**config.mk**
```make
export PLATFORM = sky130hd
export DESIGN_NAME = agendador_rega
export DESIGN_NICKNAME = d
export VERILOG_FILES = /design/src/rtl/agendador_rega.sv
export SDC_FILE = /design/constraint.sdc
export NUM_CORES = 1
export LEC_CHECK = 0
export CORE_ASPECT_RATIO = 0.7
export CORE_MARGIN = 5
export CORE_UTILIZATION = 30
export CTS_CLUSTER_DIAMETER = 150
export DETAILED_ROUTE_END_ITERATION = 8
export GPL_ROUTABILITY_DRIVEN = 0
export HOLD_SLACK_MARGIN = 0.03
export PLACE_DENSITY = 0.56
export SLEW_MARGIN = 20
export SYNTH_ARGS = -nofsm -noshare
export SYNTH_HDL_FRONTEND = slang
export SYNTH_SLANG_ARGS = --single-unit
```
**constraint.sdc**
```tcl
create_clock -name Clk -period 2 [get_ports Clk]
set_clock_uncertainty 0.05 [all_clocks]
set_input_delay 0.3 -clock Clk [delete_from_list [all_inputs] [get_ports Clk]]
set_output_delay 0.3 -clock Clk [all_outputs]
set_load 0.05 [all_outputs]
```
**src/rtl/agendador_rega.sv**
```systemverilog
`default_nettype none
// ============================================================================
// Module   : agendador_rega
// Purpose  : Irrigation/fertilization scheduler FSM with reservoir refill and
//            fault handling; all timing is counted in Tick pulses.
// Revision : 1.0 - initial release
// ============================================================================
module agendador_rega #(
    parameter int T_ASP  = 15,
    parameter int T_GOT  = 30,
    parameter int T_MIST = 8,
    parameter int T_LIMP = 4,
    parameter int T_ENCH = 40
) (
    input  logic       Clk,
    input  logic       Rst,
    input  logic       Tick,
    input  logic       ReqRega,
    input  logic       Tipo,
    input  logic       ReqAdub,
    input  logic       NvBaixo,
    input  logic       Ack,
    output logic       ValvA,
    output logic       ValvG,
    output logic       Ve,
    output logic       Mist,
    output logic       Limp,
    output logic       Ocupado,
    output logic [2:0] Fase,
    output logic [5:0] Tempo
);

    typedef enum logic [2:0] {
        OCIOSO = 3'd0,
        ENCHE  = 3'd1,
        REGA   = 3'd2,
        MISTUR = 3'd3,
        LIMPA  = 3'd4,
        ERRO   = 3'd5
    } estadoT;

    localparam logic [5:0] c_tAsp  = 6'(T_ASP);
    localparam logic [5:0] c_tGot  = 6'(T_GOT);
    localparam logic [5:0] c_tMist = 6'(T_MIST);
    localparam logic [5:0] c_tLimp = 6'(T_LIMP);
    localparam logic [5:0] c_tEnch = 6'(T_ENCH);

    estadoT     r_state;
    logic [5:0] r_tempo;
    logic [5:0] r_saved;
    logic       r_resume;
    logic       r_tipoL;
    logic       r_pendRega;
    logic       r_pendAdub;

    estadoT     w_nState;
    logic [5:0] w_nTempo;
    logic [5:0] w_nSaved;
    logic       w_nResume;
    logic       w_nTipo;
    logic       w_clrRega;
    logic       w_clrAdub;
    logic       w_nPendRega;
    logic       w_nPendAdub;
    logic       w_expira;

    // Expiry is "at or below one" so a zero count can never be decremented.
    assign w_expira = Tick && (r_tempo <= 6'd1);

    always_comb begin
        w_nState  = r_state;
        w_nTempo  = r_tempo;
        w_nSaved  = r_saved;
        w_nResume = r_resume;
        w_nTipo   = r_tipoL;
        w_clrRega = 1'b0;
        w_clrAdub = 1'b0;
        case (r_state)
            OCIOSO: begin
                if (NvBaixo && (r_pendRega || r_pendAdub)) begin
                    w_nState = ENCHE;
                    w_nTempo = c_tEnch;
                end else if (r_pendAdub) begin
                    w_nState  = MISTUR;
                    w_nTempo  = c_tMist;
                    w_clrAdub = 1'b1;
                end else if (r_pendRega) begin
                    w_nState  = REGA;
                    w_nTipo   = Tipo;
                    w_nTempo  = Tipo ? c_tAsp : c_tGot;
                    w_clrRega = 1'b1;
                end
            end
            REGA: begin
                if (NvBaixo) begin
                    w_nState  = ENCHE;
                    w_nSaved  = r_tempo;
                    w_nResume = 1'b1;
                    w_nTempo  = c_tEnch;
                end else if (w_expira) begin
                    w_nState = OCIOSO;
                    w_nTempo = 6'd0;
                end else if (Tick) begin
                    w_nTempo = r_tempo - 6'd1;
                end
            end
            ENCHE: begin
                if (!NvBaixo) begin
                    if (r_resume) begin
                        w_nState  = REGA;
                        w_nTempo  = r_saved;
                        w_nResume = 1'b0;
                    end else begin
                        w_nState = OCIOSO;
                        w_nTempo = 6'd0;
                    end
                end else if (w_expira) begin
                    w_nState  = ERRO;
                    w_nTempo  = 6'd0;
                    w_nResume = 1'b0;
                end else if (Tick) begin
                    w_nTempo = r_tempo - 6'd1;
                end
            end
            MISTUR: begin
                if (w_expira) begin
                    w_nState = LIMPA;
                    w_nTempo = c_tLimp;
                end else if (Tick) begin
                    w_nTempo = r_tempo - 6'd1;
                end
            end
            LIMPA: begin
                if (w_expira) begin
                    w_nState = OCIOSO;
                    w_nTempo = 6'd0;
                end else if (Tick) begin
                    w_nTempo = r_tempo - 6'd1;
                end
            end
            ERRO: begin
                w_nTempo = 6'd0;
                if (Ack) begin
                    w_nState  = OCIOSO;
                    w_clrRega = 1'b1;
                    w_clrAdub = 1'b1;
                end
            end
            default: begin
                w_nState = OCIOSO;
                w_nTempo = 6'd0;
            end
        endcase
    end

    // Acknowledging a fault flushes requests outright; elsewhere a live request re-arms its flag.
    always_comb begin
        if (r_state == ERRO && Ack) begin
            w_nPendRega = 1'b0;
            w_nPendAdub = 1'b0;
        end else begin
            w_nPendRega = (r_pendRega && !w_clrRega) || ReqRega;
            w_nPendAdub = (r_pendAdub && !w_clrAdub) || ReqAdub;
        end
    end

    always_ff @(posedge Clk or negedge Rst) begin
        if (!Rst) begin
            r_state    <= OCIOSO;
            r_tempo    <= 6'd0;
            r_saved    <= 6'd0;
            r_resume   <= 1'b0;
            r_tipoL    <= 1'b0;
            r_pendRega <= 1'b0;
            r_pendAdub <= 1'b0;
            ValvA      <= 1'b0;
            ValvG      <= 1'b0;
            Ve         <= 1'b0;
            Mist       <= 1'b0;
            Limp       <= 1'b0;
            Ocupado    <= 1'b0;
            Fase       <= 3'd0;
            Tempo      <= 6'd0;
        end else begin
            r_state    <= w_nState;
            r_tempo    <= w_nTempo;
            r_saved    <= w_nSaved;
            r_resume   <= w_nResume;
            r_tipoL    <= w_nTipo;
            r_pendRega <= w_nPendRega;
            r_pendAdub <= w_nPendAdub;
            ValvA      <= (w_nState == REGA) && w_nTipo;
            ValvG      <= (w_nState == REGA) && !w_nTipo;
            Ve         <= (w_nState == ENCHE);
            Mist       <= (w_nState == MISTUR);
            Limp       <= (w_nState == LIMPA);
            Ocupado    <= (w_nState != OCIOSO);
            Fase       <= w_nState;
            Tempo      <= w_nTempo;
        end
    end

endmodule
`default_nettype wire
```
== After elaboration in Yosys (flattened, before gate mapping) ==
Cells that the tools add are included.

* Add/sub/neg operators: 1
* Order comparisons: 1
* Eq/ne operators: 12
* Mux-type cells: 40
* Reduce and logical (&&, ||, !) cells: 18

{| class="wikitable"
|+ Operator list
! operator !! number
|-
| 2-to-1 mux 6 bit || 9
|-
| one-hot mux 6 bit (5 select lines) || 1
|-
| 2-to-1 mux 3 bit || 9
|-
| one-hot mux 3 bit (6 select lines) || 1
|-
| 2-to-1 mux 1 bit || 15
|-
| == test 3 x 2 -> 1 bit (second input constant) || 4
|-
| == test 3 bit (second input constant) || 3
|-
| logical AND 1 bit || 7
|-
| == test 3 x 1 -> 1 bit (second input constant) || 2
|-
| less-or-equal comparator 6 x 1 -> 1 bit (second input constant) || 1
|-
| one-hot mux 1 bit (2 select lines) || 3
|-
| subtractor 6 x 1 -> 6 bit (second input constant) || 1
|-
| 2-to-1 mux 5 bit || 1
|-
| != test 4 bit (second input constant) || 1
|-
| logical NOT 1 bit || 3
|-
| logical NOT 3 bit || 1
|-
| logical OR 1 bit || 3
|-
| != test 3 bit (second input constant) || 1
|-
| AND reduction 3 bit || 1
|-
| nonzero test 3 bit || 1
|-
| 2-to-1 mux 2 bit || 1
|-
| != test 2 bit (second input constant) || 1
|-
| AND reduction 2 bit || 1
|-
| nonzero test 2 bit || 1
|}

* Register bits: 25
* Input port bits: 8
* Output and inout port bits: 15
* Logic and storage cells: 85

== Logic depth before layout (Yosys ltp) ==
* Depth in word-level cells: 8
* Mapped depth: 7
* Gate-level depth less buffers: 7

== Worst setup path before layout ==
No wires, ideal clock.

* Path type: flip-flop to flip-flop
* From: register r_tempo[0]
* To: register r_tempo[2]
* Setup time: 0.146 ns
* Arrival time: 1.868 ns
* Required time: 1.804 ns
* Setup slack: -0.064 ns
* Stages on the path, launching flop included: 7
* Path buffers: 0
* Period minus slack after synthesis: 2.064 ns
* Cells stage by stage: dfrtp_1 > inv_1 > ha_1 > or2_2 > and3b_1 > a311oi_1 > o311ai_0

* Cells in the longest elaborated chain, start to end: 5
* Elaborated cells on any way between the ends: 9
* Those cells by class: 1 x add/sub; 1 x order compare; 6 x mux; 1 x reduce/logical

{| class="wikitable"
|+ RTL lines
! element !! line !! RTL
|-
| start, declared || 49 || <nowiki>logic [5:0] r_tempo;</nowiki>
|-
| start signal, assigned || 186 || <nowiki>r_tempo <= w_nTempo;</nowiki>
|-
| subtractor 6 x 1 -> 6 bit or less-or-equal comparator 6 x 1 -> 1 bit (tied branches) || -- ||
|-
| 2-to-1 mux 6 bit or logical AND 1 bit (tied branches) || -- ||
|-
| 2-to-1 mux 6 bit || 117 || <nowiki>end else if (w_expira) begin</nowiki>
|-
| 2-to-1 mux 6 bit, on equally long branches || 108, 95 ||
|-
| one-hot mux 6 bit (5 select lines) * || 78 || <nowiki>case (r_state)</nowiki>
|}

Mark *: on every way between the ends. The rest lies on a longest branch, timed or not.
A chain may end at the register's enable or synchronous reset.

== Worst setup path after layout ==
Same ends and word-level chain as after synthesis.

==> key figures <==
Timing
  – Final-report setup violation count: 0
  – Max-slew violations: 0
  – Hold_ws: ~0.33 ns
  – Fin crit period: 1.877 ns
  – RSZ-0062 raised after global routing: false
  – Fin crit share: 93.83%
  – Fin. Hold Viols: 0
  – Total Neg Setup Slack: 0 ns
  – Fmax: 0.5329 GHz
  – Slew @ Worst Pin: roughly 0.51 ns
  – Max-slew headroom: between 60% and 70%

Global routing
  – Largest net degree at the start of global routing: 26
  – Number of global-route vias before repair: 1187
  – Global route overflow: 0
  – Total Routing Usage GR: 12.79%
  – Initial antenna violation count: 0
  – First-pass GRT wire length: 6244 um

Pwr
  – Peak VDD IR: 0.0004592 V
  – Pleak: ~0.83 nW
  – P per Cell Area: 1683 nW/um^2

Critical path
  – Worst-path cell chain: inv_1, ha_1, or2_2, and3b_1, a311oi_1, o311ai_0
  – CP arrival: 1.97 ns
  – Worst path bufs/invs: 1
  – Crit path kind: reg -> reg
  – Worst EP required: 2.09 ns
  – Worst path slowest cell: dfrtp_2
  – Crit start category: flop
  – Crit-path max cell delay: between 0.4 and 0.5 ns
  – CP endpoint kind: flop
  – Critical Path Fanout Max: 7
  – Top delay family on crit path: simple AND/OR/NAND/NOR gates

Status
  – Run status: completed

Logic synthesis
  – Distinct cells, synth: 49
  – Average cell area after synthesis: 10.31 um^2
  – Yosys top cell by area: dfrtp_1
  – Top post-synthesis cells by count: 25 x dfrtp_1, 11 x nor2_1, 8 x mux2_2, 8 x o21ai_0
  – Post-Syn Nets: 151
  – Most used flip-flop cell after synthesis: dfrtp_1
  – Yosys reg bits: 25
  – Mapped Area: 1454 um^2
  – Seq/Total Area, Yosys: approximately 43%
  – Gate Count Post-Synth: about 140
  – Ranking of synthesized cells by area: dfrtp_1 43%, mux2_2 6.2%, nor2_1 2.8%, a221o_1 2.8%, o21ai_0 2.8%
  – Yosys warns: 0
  – Count leader, synth: dfrtp_1
  – Post-synth ARST share: 100.0%
  – EDFF count, synth: 0
  – Synth top area share: 43.03%

Detailed routing
  – Vias per cell: 5.221
  – Final wirelength: 3701 um
  – Drt drc: 0
  – Post-route ant nets: 0
  – Via count: 1227
  – Starting DRC count in detailed routing: 65
  – First-pass iteration count of the detailed router: 4
  – DR WL/cell: around 16 um

Floorplanning
  – # IOs: 23
  – Rows: 21
  – Initial core utilization: 30.74%
  – Die area: 6361 um^2
  – Die Ht: 68.25 um
  – Core ar.: about 4700 um^2
  – DIE WIDTH: slightly above 90 um

Clocking
  – Clock Latency Late Sink: 0.28 ns
  – Clock Sinks: 25
  – H-tree depth: 1
  – Clock root buffer: clkbuf_8
  – Longest Clk Path Bufs: 2
  – Setup Fix Bufs, Post-CTS: 0
  – Clock-pin slew on the worst setup and hold paths: around 0.10 ns
  – CTS Buf Count: 3
  – TritonCTS clock tree: done

Place
  – Post-detail-place hpwl: around 2800 um
  – I/O Buffers: 22
  – Placed cell count: 231

Hold path
  – Min-Delay Path Class: in -> async

Final layout
  – Antenna Cells: 0
  – Share of layout cells above drive strength 1: around 30%
  – Final Util: 39.74%
  – Final non-filler cell total: roughly 240
  – Area grow syn2layout: 29.26%
  – # nets final: 189

Flow run
  – Max_cap viols: 0
[final timing paths]
| kind | depth (start not counted) | to | slack, ns | startpoint |
|---|---|---|---|---|
| setup / recovery | 6 | r_tempo[2] | 0.12 | r_tempo[0] |
| hold / removal | 2 | r_tempo[2] | 0.33 | Rst |
| setup reg to reg | 6 | r_tempo[2] | 0.12 | r_tempo[0] |
| hold reg to reg | 1 | r_saved[1] | 0.47 | r_saved[1] |
| max in group asynchronous | 2 | r_tempo[1] | 1.30 | Rst |
| min in group Clk | 1 | r_saved[1] | 0.47 | r_saved[1] |
[layer usage]
metal  global-route usage (%)  part of all wire, %  vias to the layer above
li1                         -                    -                      590
met1                    18.12                   50                      603
met2                    19.73                   45                       30
met3                    2.637                  3.8                        4
met4                    3.839                  1.1                        0
met5                        0                    0                        -
[flip-flops by register name, indices dropped and copies added, names as in the netlist]
name	cells
Limp	1
r_saved	6
ValvA	1
Mist	1
Ocupado	1
Ve	1
r_tipoL	1
r_resume	1
ValvG	1
r_pendRega	1
r_tempo	6
r_pendAdub	1
r_state	3
[stage by stage]
stage	total power [mW]	area, um^2	setup slack [ns]
2_1_floorplan	2.212	1456	0.05024
3_3_place_gp	2.834	1824	-0.06938
3_5_place_dp	2.842	1824	-0.08437
4_1_cts	3.168	1873	0.08288
5_1_grt	3.401	1879	0.001965
6_report	3.162	1879	0.1235
[area by class of cell]
class / instances / area [um^2]
clock buffer: 3 / 41.29
clock inverter: 1 / 7.507
fill: 463 / 2850
inverter: 8 / 30.03
multi-input combinational: 103 / 778.2
sequential: 25 / 628.1
tap: 57 / 71.32
timing repair buffer: 38 / 322.8
[cells in the final DEF (no fill, tap or decap), drive strengths merged, types with 2 or more instances in the layout]
cell           netlist  layout
a221o                4       4
o21a                 2       2
nor2b                2       2
inv                  8       8
nor2                11      11
nor3b                2       2
clkbuf               1       3
or3                  2       2
o211a                2       2
nand2                5       5
dfrtp               25      25
a21oi                6       6
a21boi               2       2
nor4b                2       2
clkdlybuf4s50        0      15
a221oi               2       2
and3                 8       8
buf                  4      23
nand2b               4       4
mux2                 8       8
o21ai                9       9
or2                  2       2
and2                 4       4
a31o                 2       2
ha                   2       2
nand3                2       2
nor3                 5       5
[report_power, final]
part           switching, mW  internal (mW)  total [mW]  leakage [nW]
registers              0.185          0.717       0.902         0.307
clock network          0.176          0.142       0.317        0.0217
logic                   1.15          0.797        1.94         0.498
[timing repair]
item	4_1_cts	5_1_grt
resized for setup	0	1
hold buffers	0	0
setup endpoints to repair	0	1
[kinds of logic (layout without fill, tap and decap cells)]
group,Yosys count,count (layout),synth area share (%)
flip-flops,25,25,43.03
multiplexers,9,9,6.885
XOR/XNOR,1,1,0.6025
AND/OR/NAND/NOR,54,54,23.84
buffers and inverters,13,50,3.872
AO/OA/AOI/OAI,37,37,20.05
adder cells (fa/ha/maj),2,2,1.721
Power figures use the tool's default switching activity.
